==> src/rtl/mem_issue_queue_pkg.sv <==
// Shared memory-pipe definitions: issue-queue entry layout and the default
// widths used by dispatch and the memory issue queue.
package mem_issue_queue_pkg;

  localparam int MEM_IQ_DEPTH      = 8;
  localparam int MEM_IQ_PREG_W     = 6;
  localparam int MEM_IQ_ROB_IDX_W  = 6;
  localparam int MEM_IQ_PAYLOAD_W  = 64;
  localparam int MEM_IQ_WAKEUP_NUM = 4;

  typedef struct packed {
    logic                        valid;
    logic [MEM_IQ_PREG_W-1:0]    psrc0;
    logic                        rdy0;
    logic [MEM_IQ_PREG_W-1:0]    psrc1;
    logic                        rdy1;
    logic [MEM_IQ_PAYLOAD_W-1:0] payload;
  } MemIqEntrySt;

endpackage

==> src/rtl/mem_iq_wakeup_match.sv <==
// Combinational comparator: does a source tag match any valid wakeup port.
module mem_iq_wakeup_match
  import mem_issue_queue_pkg::*;
#(
  parameter int PREG_W     = MEM_IQ_PREG_W,
  parameter int WAKEUP_NUM = MEM_IQ_WAKEUP_NUM
) (
  input  logic [PREG_W-1:0]            tag_i,
  input  logic [WAKEUP_NUM-1:0]        wkup_valid_i,
  input  logic [WAKEUP_NUM*PREG_W-1:0] wkup_preg_i,
  output logic                         match_o
);

  always_comb begin
    match_o = 1'b0;
    for (int k = 0; k < WAKEUP_NUM; k++) begin
      if (wkup_valid_i[k] && (wkup_preg_i[k*PREG_W +: PREG_W] == tag_i)) begin
        match_o = 1'b1;
      end
    end
  end

endmodule

==> src/rtl/mem_issue_queue.sv <==
// In-order memory-pipe issue queue: holds dispatched micro-ops until both
// sources are ready and issues strictly from the head.
module mem_issue_queue
  import mem_issue_queue_pkg::*;
#(
  parameter int DEPTH      = MEM_IQ_DEPTH,
  parameter int PREG_W     = MEM_IQ_PREG_W,
  parameter int PAYLOAD_W  = MEM_IQ_PAYLOAD_W,
  parameter int WAKEUP_NUM = MEM_IQ_WAKEUP_NUM
) (
  input  logic                         clk,
  input  logic                         a_rst_n,
  input  logic                         flush_i,
  input  logic                         dis_valid_i,
  output logic                         dis_ready_o,
  input  logic [PREG_W-1:0]            dis_psrc0_i,
  input  logic                         dis_psrc0_rdy_i,
  input  logic [PREG_W-1:0]            dis_psrc1_i,
  input  logic                         dis_psrc1_rdy_i,
  input  logic [PAYLOAD_W-1:0]         dis_payload_i,
  input  logic [WAKEUP_NUM-1:0]        wkup_valid_i,
  input  logic [WAKEUP_NUM*PREG_W-1:0] wkup_preg_i,
  output logic                         iss_valid_o,
  input  logic                         iss_ready_i,
  output logic [PREG_W-1:0]            iss_psrc0_o,
  output logic [PREG_W-1:0]            iss_psrc1_o,
  output logic [PAYLOAD_W-1:0]         iss_payload_o,
  output logic [$clog2(DEPTH):0]       count_o
);

  localparam int IDX_W = $clog2(DEPTH);
  localparam int PTR_W = IDX_W + 1;

  typedef struct packed {
    logic [PREG_W-1:0]    psrc0;
    logic [PREG_W-1:0]    psrc1;
    logic [PAYLOAD_W-1:0] payload;
  } slot_t;

  slot_t            slot_q [DEPTH];
  logic [DEPTH-1:0] valid_q, valid_d;
  logic [DEPTH-1:0] rdy0_q, rdy0_d;
  logic [DEPTH-1:0] rdy1_q, rdy1_d;
  logic [DEPTH-1:0] ent_wake0, ent_wake1;
  logic [PTR_W-1:0] head_q, head_d;
  logic [PTR_W-1:0] tail_q, tail_d;
  logic [IDX_W-1:0] head_idx, tail_idx;
  logic             full, empty, enq, deq;
  logic             dis_wake0, dis_wake1, dis_rdy0, dis_rdy1;

  for (genvar i = 0; i < DEPTH; i++) begin : g_ent_match
    mem_iq_wakeup_match #(.PREG_W(PREG_W), .WAKEUP_NUM(WAKEUP_NUM)) u_match0 (
      .tag_i        (slot_q[i].psrc0),
      .wkup_valid_i (wkup_valid_i),
      .wkup_preg_i  (wkup_preg_i),
      .match_o      (ent_wake0[i])
    );
    mem_iq_wakeup_match #(.PREG_W(PREG_W), .WAKEUP_NUM(WAKEUP_NUM)) u_match1 (
      .tag_i        (slot_q[i].psrc1),
      .wkup_valid_i (wkup_valid_i),
      .wkup_preg_i  (wkup_preg_i),
      .match_o      (ent_wake1[i])
    );
  end

  mem_iq_wakeup_match #(.PREG_W(PREG_W), .WAKEUP_NUM(WAKEUP_NUM)) u_dis_match0 (
    .tag_i        (dis_psrc0_i),
    .wkup_valid_i (wkup_valid_i),
    .wkup_preg_i  (wkup_preg_i),
    .match_o      (dis_wake0)
  );
  mem_iq_wakeup_match #(.PREG_W(PREG_W), .WAKEUP_NUM(WAKEUP_NUM)) u_dis_match1 (
    .tag_i        (dis_psrc1_i),
    .wkup_valid_i (wkup_valid_i),
    .wkup_preg_i  (wkup_preg_i),
    .match_o      (dis_wake1)
  );

  assign head_idx = head_q[IDX_W-1:0];
  assign tail_idx = tail_q[IDX_W-1:0];
  assign full     = (head_idx == tail_idx) && (head_q[PTR_W-1] != tail_q[PTR_W-1]);
  assign empty    = (head_q == tail_q);

  // Handshakes depend only on registered state, so a dequeue never frees a
  // slot for a dispatch in the same cycle.
  assign dis_ready_o = ~full;
  assign enq         = dis_valid_i & ~full & ~flush_i;
  assign iss_valid_o = ~empty & rdy0_q[head_idx] & rdy1_q[head_idx] & ~flush_i;
  assign deq         = iss_valid_o & iss_ready_i;

  assign iss_psrc0_o   = slot_q[head_idx].psrc0;
  assign iss_psrc1_o   = slot_q[head_idx].psrc1;
  assign iss_payload_o = slot_q[head_idx].payload;
  assign count_o       = tail_q - head_q;

  // Preg 0 is hardwired ready; a same-cycle wakeup is captured at dispatch.
  assign dis_rdy0 = dis_psrc0_rdy_i | (dis_psrc0_i == '0) | dis_wake0;
  assign dis_rdy1 = dis_psrc1_rdy_i | (dis_psrc1_i == '0) | dis_wake1;

  always_comb begin
    // NOTE: every target gets a default first so no path can infer a latch.
    head_d  = head_q;
    tail_d  = tail_q;
    valid_d = valid_q;
    rdy0_d  = rdy0_q | (valid_q & ent_wake0);
    rdy1_d  = rdy1_q | (valid_q & ent_wake1);
    if (flush_i) begin
      valid_d = '0;
      head_d  = '0;
      tail_d  = '0;
    end else begin
      if (deq) begin
        valid_d[head_idx] = 1'b0;
        head_d            = head_q + PTR_W'(1);
      end
      if (enq) begin
        valid_d[tail_idx] = 1'b1;
        rdy0_d[tail_idx]  = dis_rdy0;
        rdy1_d[tail_idx]  = dis_rdy1;
        tail_d            = tail_q + PTR_W'(1);
      end
    end
  end

  always_ff @(posedge clk or negedge a_rst_n) begin
    if (!a_rst_n) begin
      valid_q <= '0;
      rdy0_q  <= '0;
      rdy1_q  <= '0;
      head_q  <= '0;
      tail_q  <= '0;
    end else begin
      valid_q <= valid_d;
      rdy0_q  <= rdy0_d;
      rdy1_q  <= rdy1_d;
      head_q  <= head_d;
      tail_q  <= tail_d;
    end
  end

  // NOTE: tag/payload storage has no reset; it is only read behind valid
  // state, and leaving it unreset keeps it a plain RAM-style array.
  always_ff @(posedge clk) begin
    if (enq) begin
      slot_q[tail_idx] <= slot_t'{psrc0:   dis_psrc0_i,
                                  psrc1:   dis_psrc1_i,
                                  payload: dis_payload_i};
    end
  end

endmodule

==> config.mk <==
export PLATFORM = sky130hd
export DESIGN_NAME = mem_issue_queue
export DESIGN_NICKNAME = d
export VERILOG_FILES = /design/src/rtl/mem_issue_queue_pkg.sv /design/src/rtl/mem_iq_wakeup_match.sv /design/src/rtl/mem_issue_queue.sv
export SDC_FILE = /design/constraint.sdc
export NUM_CORES = 1
export LEC_CHECK = 0
export CELL_PAD_IN_SITES_DETAIL_PLACEMENT = 1
export CELL_PAD_IN_SITES_GLOBAL_PLACEMENT = 1
export CORE_AREA = 2 2 256 258
export CTS_BUF_LIST = sky130_fd_sc_hd__clkbuf_4 sky130_fd_sc_hd__clkbuf_8 sky130_fd_sc_hd__clkbuf_16
export DETAILED_ROUTE_END_ITERATION = 10
export DIE_AREA = 0 0 258 260
export DONT_BUFFER_PORTS = 1
export MAX_ROUTING_LAYER = met4
export PLACE_DENSITY = 0.81
export SYNTH_ARGS = -nofsm -noshare
export SYNTH_HDL_FRONTEND = slang
export SYNTH_SLANG_ARGS = --single-unit
export TNS_END_PERCENT = 5
==> constraint.sdc <==
create_clock -name clk -period 13.6 [get_ports clk]
set_input_delay 2.04 -clock clk [delete_from_list [all_inputs] [get_ports clk]]
set_output_delay 2.04 -clock clk [all_outputs]
set_load 0.02 [all_outputs]
# Yosys cells after proc, flatten, opt, wreduce, memory -nomap -nowiden
# Memories as Yosys holds them, arrays and structs flattened.
# Cells that the tools add are included.
[word_totals]
ff_bits = 32
ramBits = 608
out_inout_bits = 82
word_cells = 283
n_memories = 1
[mem_list]
columns = ["name", "words", "word_bits", "read_ports", "rd_clocked_by_memory_dff", "wr", "line_no", "text"]
rows = [
  ["slot_q", 8, 76, 9, 0, 1, "mem_issue_queue.sv:40", "slot_t slot_q [DEPTH];"],
]
[op_classes]
n_addsub = 3
order_cmp = 4
n_eq_ne = 75
mux = 96
n_bitwise = 20
reduce_logical = 79
[op_table]
columns = ["op", "n"]
rows = [
  ["6-bit == test", 72],
  ["1-bit 2-to-1 mux", 78],
  ["1-bit logical AND", 75],
  ["8-bit 2-to-1 mux", 8],
  ["8-bit AND", 3],
  ["8-bit OR", 3],
  ["8-bit bitwise mux", 2],
  ["4-bit 2-to-1 mux", 4],
  ["6-bit logical NOT", 2],
  ["4-bit by 1-bit adder with 4-bit output, second input constant", 2],
  ["3-bit by 4-bit < comparator with 1-bit output, second input constant", 2],
  ["8-bit inverter", 1],
  ["1-bit AND", 6],
  ["1-bit binary-select mux with 3-bit select", 2],
  ["1-bit demux with 3-bit select", 2],
  ["3-bit by 1-bit greater-or-equal comparator with 1-bit output, second input constant", 2],
  ["4-bit == test", 1],
  ["1-bit OR", 4],
  ["2-bit nonzero test", 2],
  ["4-bit subtractor", 1],
  ["3-bit == test", 1],
  ["1-bit inverter", 3],
  ["1-bit != test", 1],
]

# Logic depth before layout (Yosys ltp)
# Gate-level depths: netlist of the first run.
[logic_depth]
depth_word = 11
depth_mapped = 10

# By module
# A second synthesis of the first run with hierarchy kept.
[hier_totals]
hier_cells = 2012
hier_area_um2 = 29618.4
[by_module_without_submodules]
columns = ["module", "instances", "cells_each", "area_each_um2", "seq_area_each_um2"]
rows = [
  ["mem_issue_queue", 1, 1400, 24708.7, 19058.3],
  ["mem_iq_wakeup_match", 18, 34, 272.8, 0.0],
]

# Least setup slack after synthesis of the first run
# Ideal clock, no wire load.
[synth_path]
path_kind = "input to register"
startpoint = "input port dis_valid_i"
endpoint = "register rdy0_q[3]"
arrival_ns = 8.202
required_ns = 13.209
setup_slack_ns = 5.007
cell_stages = 4
cell_sequence = "o21a_1 > nand2_1 > nor3_1 > o21ai_0"
[synth_via]
elab_chain_len = 4
[synth_lines]
columns = ["item", "line_no", "text"]
rows = [
  ["from (decl)", "mem_issue_queue.sv:14", "input logic dis_valid_i,"],
  ["1-bit AND (2 in a row)", "mem_issue_queue.sv:87", "assign enq = dis_valid_i & ~full & ~flush_i;"],
  ["8-bit 2-to-1 mux", "mem_issue_queue.sv:116", "if (enq) begin"],
  ["8-bit 2-to-1 mux", "mem_issue_queue.sv:107", "if (flush_i) begin"],
  ["via rdy0_d[3]", "mem_issue_queue.sv:42", "logic [DEPTH-1:0] rdy0_q, rdy0_d;"],
  ["to (signal assigned)", "mem_issue_queue.sv:134", "rdy0_q <= rdy0_d;"],
  ["to (decl)", "mem_issue_queue.sv:42", ""],
]
# The timed path passes the listed nets, and every way through them passes these cells.
# A chain may end at the register's enable or synchronous reset.

# Worst setup path in the final report of the first run
[layout_path]
startpoint = "register head_q[1]"
endpoint = "output port iss_payload_o[62]"
[layout_via]
elab_chain_len = 1
[layout_lines]
columns = ["item", "line_no", "text"]
rows = [
  ["from (decl)", "mem_issue_queue.sv:45", "logic [PTR_W-1:0] head_q, head_d;"],
  ["from (signal assigned)", "mem_issue_queue.sv:130", "head_q <= '0;"],
  ["from (signal assigned)", "mem_issue_queue.sv:136", "head_q <= head_d;"],
  ["memory 8 x 76 bit", "--", ""],
  ["to (decl)", "mem_issue_queue.sv:27", "output logic [PAYLOAD_W-1:0] iss_payload_o,"],
]
# Every way passes these cells.

==> results.json, run 1 <==
{
  "worst_slew_pin_slew_ns": 1.31,
  "die-area_mm2": 0.0671,
  "clock-sinks": 640,
  "grt_max_degree": 75,
  "cp-end-kind": "output pin",
  "synth_enable_flop_cells": 608,
  "min_period_ns": 6.00,
  "power_density_mw_per_mm2": 139,
  "yosysMostFrequentCell": "edfxtp_1",
  "slowest_stage": "dfrtp_1",
  "ir_drop_v": 0.000190,
  "postCtsSetupBuffers": 0,
  "ff2ff_path_depth": 8,
  "synth_top_area_share_pct": 63.5,
  "hold_path_depth": 2,
  "fin_nets": 1997,
  "dr.pass1.iters": 7,
  "syn-cell-area_mm2": 0.0287,
  "fin_crit_sh_pct": 44.1,
  "path_depth": 5,
  "io_pins": 193,
  "path_buf_inv": 1,
  "grt_pass1_wl_um": 130000,
  "clkLatencyLatePin_ns": 0.63,
  "yosys-top-cells-area": "edfxtp_1, a22oi_1, xnor2_1, xor2_1, nand4_1",
  "placed_area_mm2": 0.0290,
  "ys_warn_count": 0,
  "routabilityCongestion": 0.923,
  "clkTransAtPathRegs_ns": 0.06,
  "status": "finished, final reports clean",
  "finalSetupViolCount": 0,
  "hold_viol": 0,
  "cpPeakStageDelay_ns": 0.90,
  "overflow": 0,
  "worstHoldEndpoint": "rdy1_q[5]",
  "dp_hpwl_um": 51100,
  "clock_path_buffers": 3,
  "hp-start": "rdy1_q[5]",
  "start_util_pct": 44.8,
  "port_buffers": 0,
  "syn2layout_area_growth_pct": 8.45,
  "critPathArrivalTime_ns": 3.96,
  "yosys.area.top_type": "edfxtp_1",
  "start_kind": "flip-flop",
  "finClkSkew_ns": 0.0255,
  "numCtsBuffers": 61,
  "crit_path_max_fanout": 49,
  "ant_nets": 0,
  "rows": 93,
  "post_cts_resized": 0,
  "cts_tree": "done",
  "syn_avg_cell_area_um2": 14.1,
  "routed_wl_um": 88700,
  "reg2reg_to": "slot_q[2][66]",
  "grt_antenna_before_repair": 1,
  "r2r_slack_ns": 9.07,
  "synth_seq_area_share_pct": 66.3,
  "cp_cell_sequence": "nand2_1 > nor2_4 > buf_4 > a22oi_1 > nand4_1",
  "postSynthCellCount": 2033,
  "cpLargestDelayFamily": "simple AND/OR/NAND/NOR gates",
  "yosys-top-cells-count": "edfxtp_1, a22oi_1, xnor2_1",
  "grt_pass1_vias": 19300,
  "h-tree-depth": 2,
  "final_area_mm2": 0.0312,
  "cap_viol_max_count": 0,
  "crit_type": "reg2out",
  "synth_flop_cell": "edfxtp_1",
  "die_w_um": 258,
  "die_h_um": 260,
  "synth-seq-cells": 640,
  "core_area_mm2": 0.0641,
  "root_buffer": "clkbuf_16",
  "rsz0062_at_grt": "no",
  "hold_buffers": 0,
  "post_drt_wl_per_cell_um": 31.8,
  "ys_async_sr_fraction_pct": 5.00,
  "drc_errors": 0,
  "vias": 18000,
  "final.setup.tns_ns": 0,
  "ys_types": 53,
  "avgViaCountPerCell": 6.47,
  "drive_gt1_share_pct": 7.97,
  "slew_viol_final": 0,
  "leakage_nw": 9.70,
  "drt_iter0_drc": 1892,
  "fmax_ghz": 0.167,
  "required_ns": 11.56,
  "track_usage_pct": 26.9,
  "hp-class": "reg2reg",
  "max_slew_margin_pct": 12.9,
  "synth_fp_nets": 2150,
  "regToRegStartpoint": "head_q[1]"
}
## power breakdown
part	total (W)	leakage (nW)	switching (W)	internal, W
clock	0.00177	1.04	0.000745	0.00103
combinational	0.000326	2.76	0.000217	0.000108
sequential	0.00222	5.90	0.0000250	0.00220
## worst max path at each step
| stage | startpoint | to | slack (ns) |
|---|---|---|---|
| after floorplan | dis_valid_i | rdy0_q[3] | 5.01 |
| after global placement | head_q[1] | iss_payload_o[2] | 8.38 |
| after detailed placement | head_q[1] | iss_psrc0_o[3] | 8.28 |
| after CTS | head_q[1] | iss_payload_o[62] | 7.54 |
| after global routing | head_q[1] | iss_psrc0_o[0] | 7.36 |
| final | head_q[1] | iss_payload_o[62] | 7.60 |
## per-stage QoR
| step | worst slack (ns) | util [%] | std cells | hold WS (ns) | total power (W) |
|---|---|---|---|---|---|
| after CTS | 7.54 | 48.6 | 2787 | 0.567 | 0.00434 |
| after global routing | 7.36 | 48.6 | 2788 | 0.600 | 0.00442 |
| after detailed placement | 8.28 | 45.3 | 2672 | 0.554 | 0.00259 |
| after global placement | 8.38 | 45.3 | 2672 | 0.536 | 0.00257 |
| after floorplan | 5.01 | - | 2033 | 0.494 | 0.00253 |
| final | 7.60 | 48.6 | 2788 | 0.568 | 0.00432 |
## worst min-delay path, stage by stage, from the launching register on
cell     delay, ns
dfrtp_1       0.39
inv_1         0.06
a31oi_1       0.07
## registers in the layout, indices dropped and copies added, names as in the netlist
register / cells
slot_q: 608
rdy0_q: 8
rdy1_q: 8
valid_q: 8
head_q: 4
tail_q: 4
## cells by family after synthesis
| family | count (synthesis) | synth area share [%] |
|---|---|---|
| buffers and inverters | 258 | 3.70 |
| adders and majority gates | 6 | 0.287 |
| muxes | 11 | 0.501 |
| xor gates and xnor gates | 439 | 13.4 |
| AOI/OAI and AO/OA | 376 | 9.77 |
| and+or+nand+nor | 303 | 6.02 |
| DFF | 640 | 66.3 |
## area by class of cell
cell class | instances | area (um^2)
clock buffers | 74 | 1660
fillers | 6087 | 33000
multi-input cells | 1135 | 8660
well taps | 855 | 1070
repair buffers | 21 | 158
inverters | 21 | 96.3
flip-flops and latches | 640 | 19100
diodes | 1 | 2.50
clock inverters | 41 | 454
## routing by layer
layer | vias up | share of wire, % | global-route usage (%)
met5 | - | 0 | -
met1 | 9398 | 38 | 32.4
met4 | 0 | 3.7 | 10.5
met3 | 216 | 9.4 | 6.09
met2 | 1002 | 49 | 44.2
li1 | 7421 | - | -
## placed cells by master (no fill, tap or decap), drive strengths merged, types with 3 or more instances in the layout
cell | synthesis | routed
a22oi | 284 | 284
o41ai | 10 | 10
o311ai | 3 | 3
nand3 | 17 | 17
buf | 93 | 21
clkbuf | 144 | 74
nor3 | 7 | 7
o211ai | 4 | 4
a221oi | 6 | 6
nand2b | 4 | 4
clkinvlp | 0 | 5
mux2i | 5 | 5
nor2 | 45 | 45
o21ai | 11 | 11
a21oi | 21 | 21
nand2 | 22 | 22
xnor2 | 234 | 234
a22o | 6 | 6
dfrtp | 32 | 32
ha | 5 | 5
edfxtp | 608 | 608
nor4 | 47 | 47
xor2 | 205 | 205
bufinv | 0 | 8
clkinv | 1 | 27
mux2 | 4 | 4
a31oi | 6 | 6
or4 | 18 | 18
inv | 20 | 22
o31ai | 12 | 12
nand4 | 139 | 139
Note: power is estimated with default switching activity, not from simulation.
==> run 2: changes to the inputs <==
--- a/config.mk
+++ b/config.mk
@@ -13,7 +13,7 @@
 export DIE_AREA = 0 0 258 260
 export DONT_BUFFER_PORTS = 1
 export MAX_ROUTING_LAYER = met4
-export PLACE_DENSITY = 0.81
+export PLACE_DENSITY = 0.83
 export SYNTH_ARGS = -nofsm -noshare
 export SYNTH_HDL_FRONTEND = slang
 export SYNTH_SLANG_ARGS = --single-unit
==> constraint.sdc (replaced) <==
create_clock -name clk -period 5 [get_ports clk]
set_input_delay 0.75 -clock clk [delete_from_list [all_inputs] [get_ports clk]]
set_output_delay 0.75 -clock clk [all_outputs]
set_load 0.02 [all_outputs]
==> run 2 against run 1 <==
Clock power increased to 2.8 times the previous value. Die area unchanged. Largest cell class unchanged. Combinational power increased to 2.8 times the previous value. Register-to-register slack got worse by 7.8 ns. Utilization increased by 0.36 points.
==> results.json, run 2 (synthesized netlist as in run 1, its figures left out) <==
{
  "post_cts_resized": 0,
  "fin_cells": 2799,
  "grt_pass1_vias": 19400,
  "met1_usage_pct": 33.5,
  "finalPower_w": 0.0119,
  "overflow": 0,
  "worstHoldEndpoint": "tail_q[1]",
  "clkTransAtPathRegs_ns": 0.06,
  "ir_drop_v": 0.000355,
  "track_usage_pct": 27.2,
  "layout_common_cells": "edfxtp_1, a22oi_1, xnor2_1, xor2_1, nand4_1",
  "cts_tree": "done",
  "clkLatencyLatePin_ns": 0.63,
  "post-route-util_pct": 49.0,
  "cp-end-kind": "output pin",
  "postCtsSetupBuffers": 0,
  "slowest_stage": "and3_4",
  "reg2reg_to": "slot_q[2][34]",
  "max_slew_margin_pct": 28.1,
  "die_h_um": 260,
  "grt.busiest_layer": "met2",
  "ff2ff_path_depth": 8,
  "critPathArrivalTime_ns": 3.37,
  "finClkSkew_ns": 0.0123,
  "h-tree-depth": 2,
  "root_buffer": "clkbuf_16",
  "final_area_mm2": 0.0314,
  "status": "finished, final reports clean",
  "drc_errors": 0,
  "rsz0062_at_grt": "no",
  "clock_path_buffers": 3,
  "fin_crit_sh_pct": 82.3,
  "finalSetupViolCount": 0,
  "routed_wl_um": 89700,
  "post_drt_wl_per_cell_um": 32.0,
  "avgViaCountPerCell": 6.47,
  "ant_nets": 0,
  "crit_path_max_fanout": 45,
  "cp_cell_sequence": "buf_4 > and3_4 > buf_4 > a22oi_1 > nand4_1",
  "leakage_nw": 9.81,
  "vias": 18100,
  "r2r_slack_ns": 1.24,
  "hold_path_depth": 1,
  "cpMostUsedCell": "buf_4",
  "numCtsBuffers": 60,
  "dp_hpwl_um": 54600,
  "fillCellCount": 6140,
  "grt_pass1_wl_um": 131000,
  "regToRegStartpoint": "head_q[2]",
  "clock-sinks": 640,
  "grt_util_met3_pct": 6.70,
  "power_density_mw_per_mm2": 378,
  "crit_type": "reg2out",
  "min_period_ns": 4.12,
  "largest_reg_flops": 608,
  "cpPeakStageDelay_ns": 0.76,
  "worst_slew_pin_slew_ns": 1.07,
  "worstSetupStartpoint": "head_q[0]",
  "routabilityCongestion": 0.909,
  "diodes": 0,
  "drt_iter0_drc": 2094,
  "die_w_um": 258,
  "dpl.cell_count": 2684,
  "hp-class": "in2reg",
  "required_ns": 4.25,
  "top_register": "slot_q",
  "cap_viol_max_count": 0,
  "hold_viol": 0,
  "final.setup.tns_ns": 0,
  "port_buffers": 0,
  "met2_usage_pct": 44.0,
  "fin_nets": 2010,
  "placed_area_mm2": 0.0292,
  "drive_gt1_share_pct": 8.33,
  "io_pins": 193,
  "rows": 93,
  "hold_buffers": 2,
  "syn2layout_area_growth_pct": 9.26,
  "die-area_mm2": 0.0671,
  "core_area_mm2": 0.0641,
  "grt_max_degree": 63,
  "slew_viol_final": 0,
  "start_kind": "flip-flop",
  "hp-start": "flush_i",
  "start_util_pct": 44.8,
  "dr.pass1.iters": 5,
  "grt_antenna_before_repair": 0,
  "layout_commonest_cell": "edfxtp_1",
  "fmax_ghz": 0.243
}
## run 2: critical path, delay by kind of cell (launching register included)
family	cells	cell delay [ns]
compound gates	1	0.14
simple gates	2	1.14
flops	1	0.67
buf+inv	2	0.76
## run 2: per-stage QoR
| stage | hold slack [ns] | setup WS (ns) |
|---|---|---|
| finish | 0.185 | 0.884 |
| detailed placement | 0.457 | 1.26 |
| CTS | 0.161 | 0.869 |
| global route | 0.165 | 0.749 |
| global placement | 0.457 | 1.37 |
| floorplan | 0.454 | 1.13 |
## run 2: area by class of cell
cell class              count  area (um^2)  share of cell area, %
repair buffers             35          365                   1.16
multi-input cells        1135         8670                   27.6
clock inverters            41          526                   1.67
clock buffers              72         1610                   5.13
flip-flops and latches    640        19100                   60.7
inverters                  21         96.3                  0.307
well taps                 855         1070                   3.41
## run 2: how the worst max path moves through the flow
stage,depth (start not counted),slack (ns),endpoint
global route,5,0.75,iss_payload_o[17]
floorplan,8,1.13,slot_q[2][0]
global placement,8,1.37,slot_q[2][68]
CTS,5,0.87,iss_payload_o[17]
detailed placement,8,1.26,slot_q[2][4]
finish,5,0.88,iss_payload_o[17]
## run 2: layer usage
| metal | vias up | wire [um] |
|---|---|---|
| met5 | - | 0 |
| met4 | 0 | 2930 |
| met3 | 207 | 8660 |
| met2 | 1017 | 43900 |
| met1 | 9436 | 34200 |
| li1 | 7459 | - |
## run 2: power by group
part           switching (W)  leakage, nW  internal, W
Clock                0.00199         1.06      0.00292
Combinational       0.000600         2.85     0.000302
Sequential         0.0000751         5.90      0.00597
==> run 3: changes to the inputs <==
==> constraint.sdc (replaced) <==
create_clock -name clk -period 3.35 [get_ports clk]
set_input_delay 0.5025 -clock clk [delete_from_list [all_inputs] [get_ports clk]]
set_output_delay 0.5025 -clock clk [all_outputs]
set_load 0.02 [all_outputs]
==> run 3 against run 2 <==
First-iteration DRC count is 1.6% higher. Sequential share of layout area is 2.2 points lower. Non-clock buffer count is 93 higher. Critical path depth stayed put. Sequential cell count stayed put. Hold slack worse by 0.10 ns. Count of clock-buffer cells in the layout is 11 higher. Utilization is 1.8 points higher. Cell count is 3.7% higher. Setup slack worse by 0.80 ns. Critical path type unchanged. Critical endpoint is now iss_payload_o[57]. Largest power group unchanged.
==> results.json, run 3 (synthesized netlist as in run 1, its figures left out) <==
{
  "met2_usage_pct": 46.5,
  "vias": 18900,
  "layout_commonest_cell": "edfxtp_1",
  "hp-start": "flush_i",
  "p_int_w": 0.0137,
  "h-tree-depth": 3,
  "numCtsBuffers": 66,
  "track_usage_pct": 28.7,
  "final_area_mm2": 0.0326,
  "leakage_nw": 10.3,
  "avgViaCountPerCell": 6.50,
  "overflow": 0,
  "layout_common_cells": "edfxtp_1, a22oi_1, xnor2_1, xor2_1, nand4_1",
  "fin_nets": 2109,
  "crit_path_max_fanout": 27,
  "p_seq_share_pct": 49.9,
  "dr.pass1.iters": 5,
  "grt_pass1_wl_um": 137000,
  "p_comb_share_pct": 8.8,
  "drt_iter0_drc": 2127,
  "grt.busiest_layer": "met2",
  "port_buffers": 0,
  "grt_util_met3_pct": 5.54,
  "start_util_pct": 44.8,
  "fin_cells": 2903,
  "die-area_mm2": 0.0671,
  "swShare_pct": 24.0,
  "ff2ff_path_depth": 8,
  "routed_wl_um": 95400,
  "cpMostUsedCell": "buf_4",
  "hp-class": "in2reg",
  "core_area_mm2": 0.0641,
  "post_drt_wl_per_cell_um": 32.9,
  "grt_antenna_before_repair": 5,
  "rows": 93,
  "clock-sinks": 640,
  "slowest_stage": "and3_4",
  "required_ns": 2.85,
  "dpl.cell_count": 2699,
  "max_slew_margin_pct": 18.3,
  "worstHoldEndpoint": "head_q[2]",
  "io_pins": 193,
  "drc_errors": 0,
  "root_buffer": "clkbuf_16",
  "clockPowerShare_pct": 41.3,
  "final.setup.tns_ns": 0,
  "worst_slew_pin_slew_ns": 1.21,
  "clkLatencyLatePin_ns": 0.63,
  "finClkSkew_ns": 0.0457,
  "largest_reg_flops": 608,
  "cp_cell_sequence": "buf_4 > and3_4 > buf_4 > a22oi_1 > nand4_1",
  "clock_path_buffers": 3,
  "hold_path_depth": 2,
  "worstSetupStartpoint": "head_q[1]",
  "crit_type": "reg2out",
  "regToRegStartpoint": "tail_q[0]",
  "die_h_um": 260,
  "grt_pass1_vias": 19700,
  "routabilityCongestion": 0.914,
  "ir_drop_v": 0.000560,
  "dp_hpwl_um": 53700,
  "cpPeakStageDelay_ns": 0.58,
  "placed_area_mm2": 0.0296,
  "power_density_mw_per_mm2": 555,
  "fin_crit_sh_pct": 97.4,
  "critPathArrivalTime_ns": 2.76,
  "syn2layout_area_growth_pct": 13.4,
  "die_w_um": 258,
  "hold_viol": 0,
  "grt_max_degree": 79,
  "ant_nets": 0,
  "cts_tree": "done",
  "cap_viol_max_count": 0,
  "fmax_ghz": 0.307,
  "reg2reg_to": "slot_q[2][15]",
  "slew_viol_final": 0,
  "met1_usage_pct": 35.4,
  "cp-end-kind": "output pin",
  "drive_gt1_share_pct": 9.20,
  "min_period_ns": 3.26,
  "rsz0062_at_grt": "yes",
  "top_register": "slot_q",
  "finalSetupViolCount": 0,
  "r2r_slack_ns": 0.35,
  "start_kind": "flip-flop",
  "status": "finished, final reports clean",
  "p_sw_w": 0.00434,
  "clkTransAtPathRegs_ns": 0.06
}
[run 3: changes by cell type in the layout (fill, tap and decap cells not counted), moves of 3 or more]
cell	delta
buf_12	+16
bufinv_16	-7
clkbuf_16	+7
clkbuf_4	+4
clkinv_8	+3
diode_2	+5
dlygate4sd3_1	+77
[run 3: power by group through the flow]
stage | Sequential (W) | Combinational [W] | Clock, W
after floorplan | 0.00913 | 0.00114 | 0
final | 0.00902 | 0.00159 | 0.00746
after CTS | 0.00901 | 0.00158 | 0.00742
after global placement | 0.00917 | 0.00132 | 0
after detailed placement | 0.00918 | 0.00137 | 0
after global routing | 0.00902 | 0.00169 | 0.00775
[run 3: worst max-delay path by stage]
stage | cells past startpoint | end | slack (ns)
detailed placement | 8 | slot_q[2][42] | 0.42
global placement | 7 | slot_q[2][2] | 0.52
global route | 5 | iss_payload_o[19] | -0.003
finish | 5 | iss_payload_o[57] | 0.09
CTS | 7 | iss_payload_o[1] | 0.02
floorplan | 8 | rdy0_q[3] | -0.19
[run 3: critical path: cells and delay by family (launching register included)]
kind / cells / cell delay (ns)
compound gates: 1 / 0.13
buf+inv: 2 / 0.71
flops: 1 / 0.42
simple gates: 2 / 0.89
[run 3: layout make-up]
cell class	instances	area [um^2]
Fill cell	6059	31500
Sequential cell	640	19100
Multi-Input combinational cell	1135	8700
Clock buffer	83	1810
Timing Repair Buffer	128	1460
Tap cell	855	1070
Clock inverter	36	349
Inverter	21	103
Antenna cell	5	12.5
[run 3: stage by stage]
stage               util, %  total power (W)  hold WS (ns)  setup WS (ns)
finish                 50.8           0.0181        0.0828         0.0878
global route           50.8           0.0185        0.0913       -0.00331
CTS                    50.8           0.0180        0.0513         0.0162
detailed placement     46.1           0.0106         0.210          0.422
global placement       46.1           0.0105         0.210          0.517
floorplan                 -           0.0103         0.207         -0.187
[run 3: what timing repair did]
| item | CTS | global route |
|---|---|---|
| buffers inserted | 1 | 0 |
| endpoints found under the hold margin | 646 | 0 |
| resized for setup | 1 | 3 |
| pin swaps | 1 | 0 |
| endpoints found under the setup margin | 2 | 15 |
| hold buffers | 79 | 0 |
[run 3: metal layers]
layer,up-vias,routed length (um)
li1,7661,-
met1,9752,36100
met2,1186,46500
met3,272,8980
met4,0,3830
met5,-,0
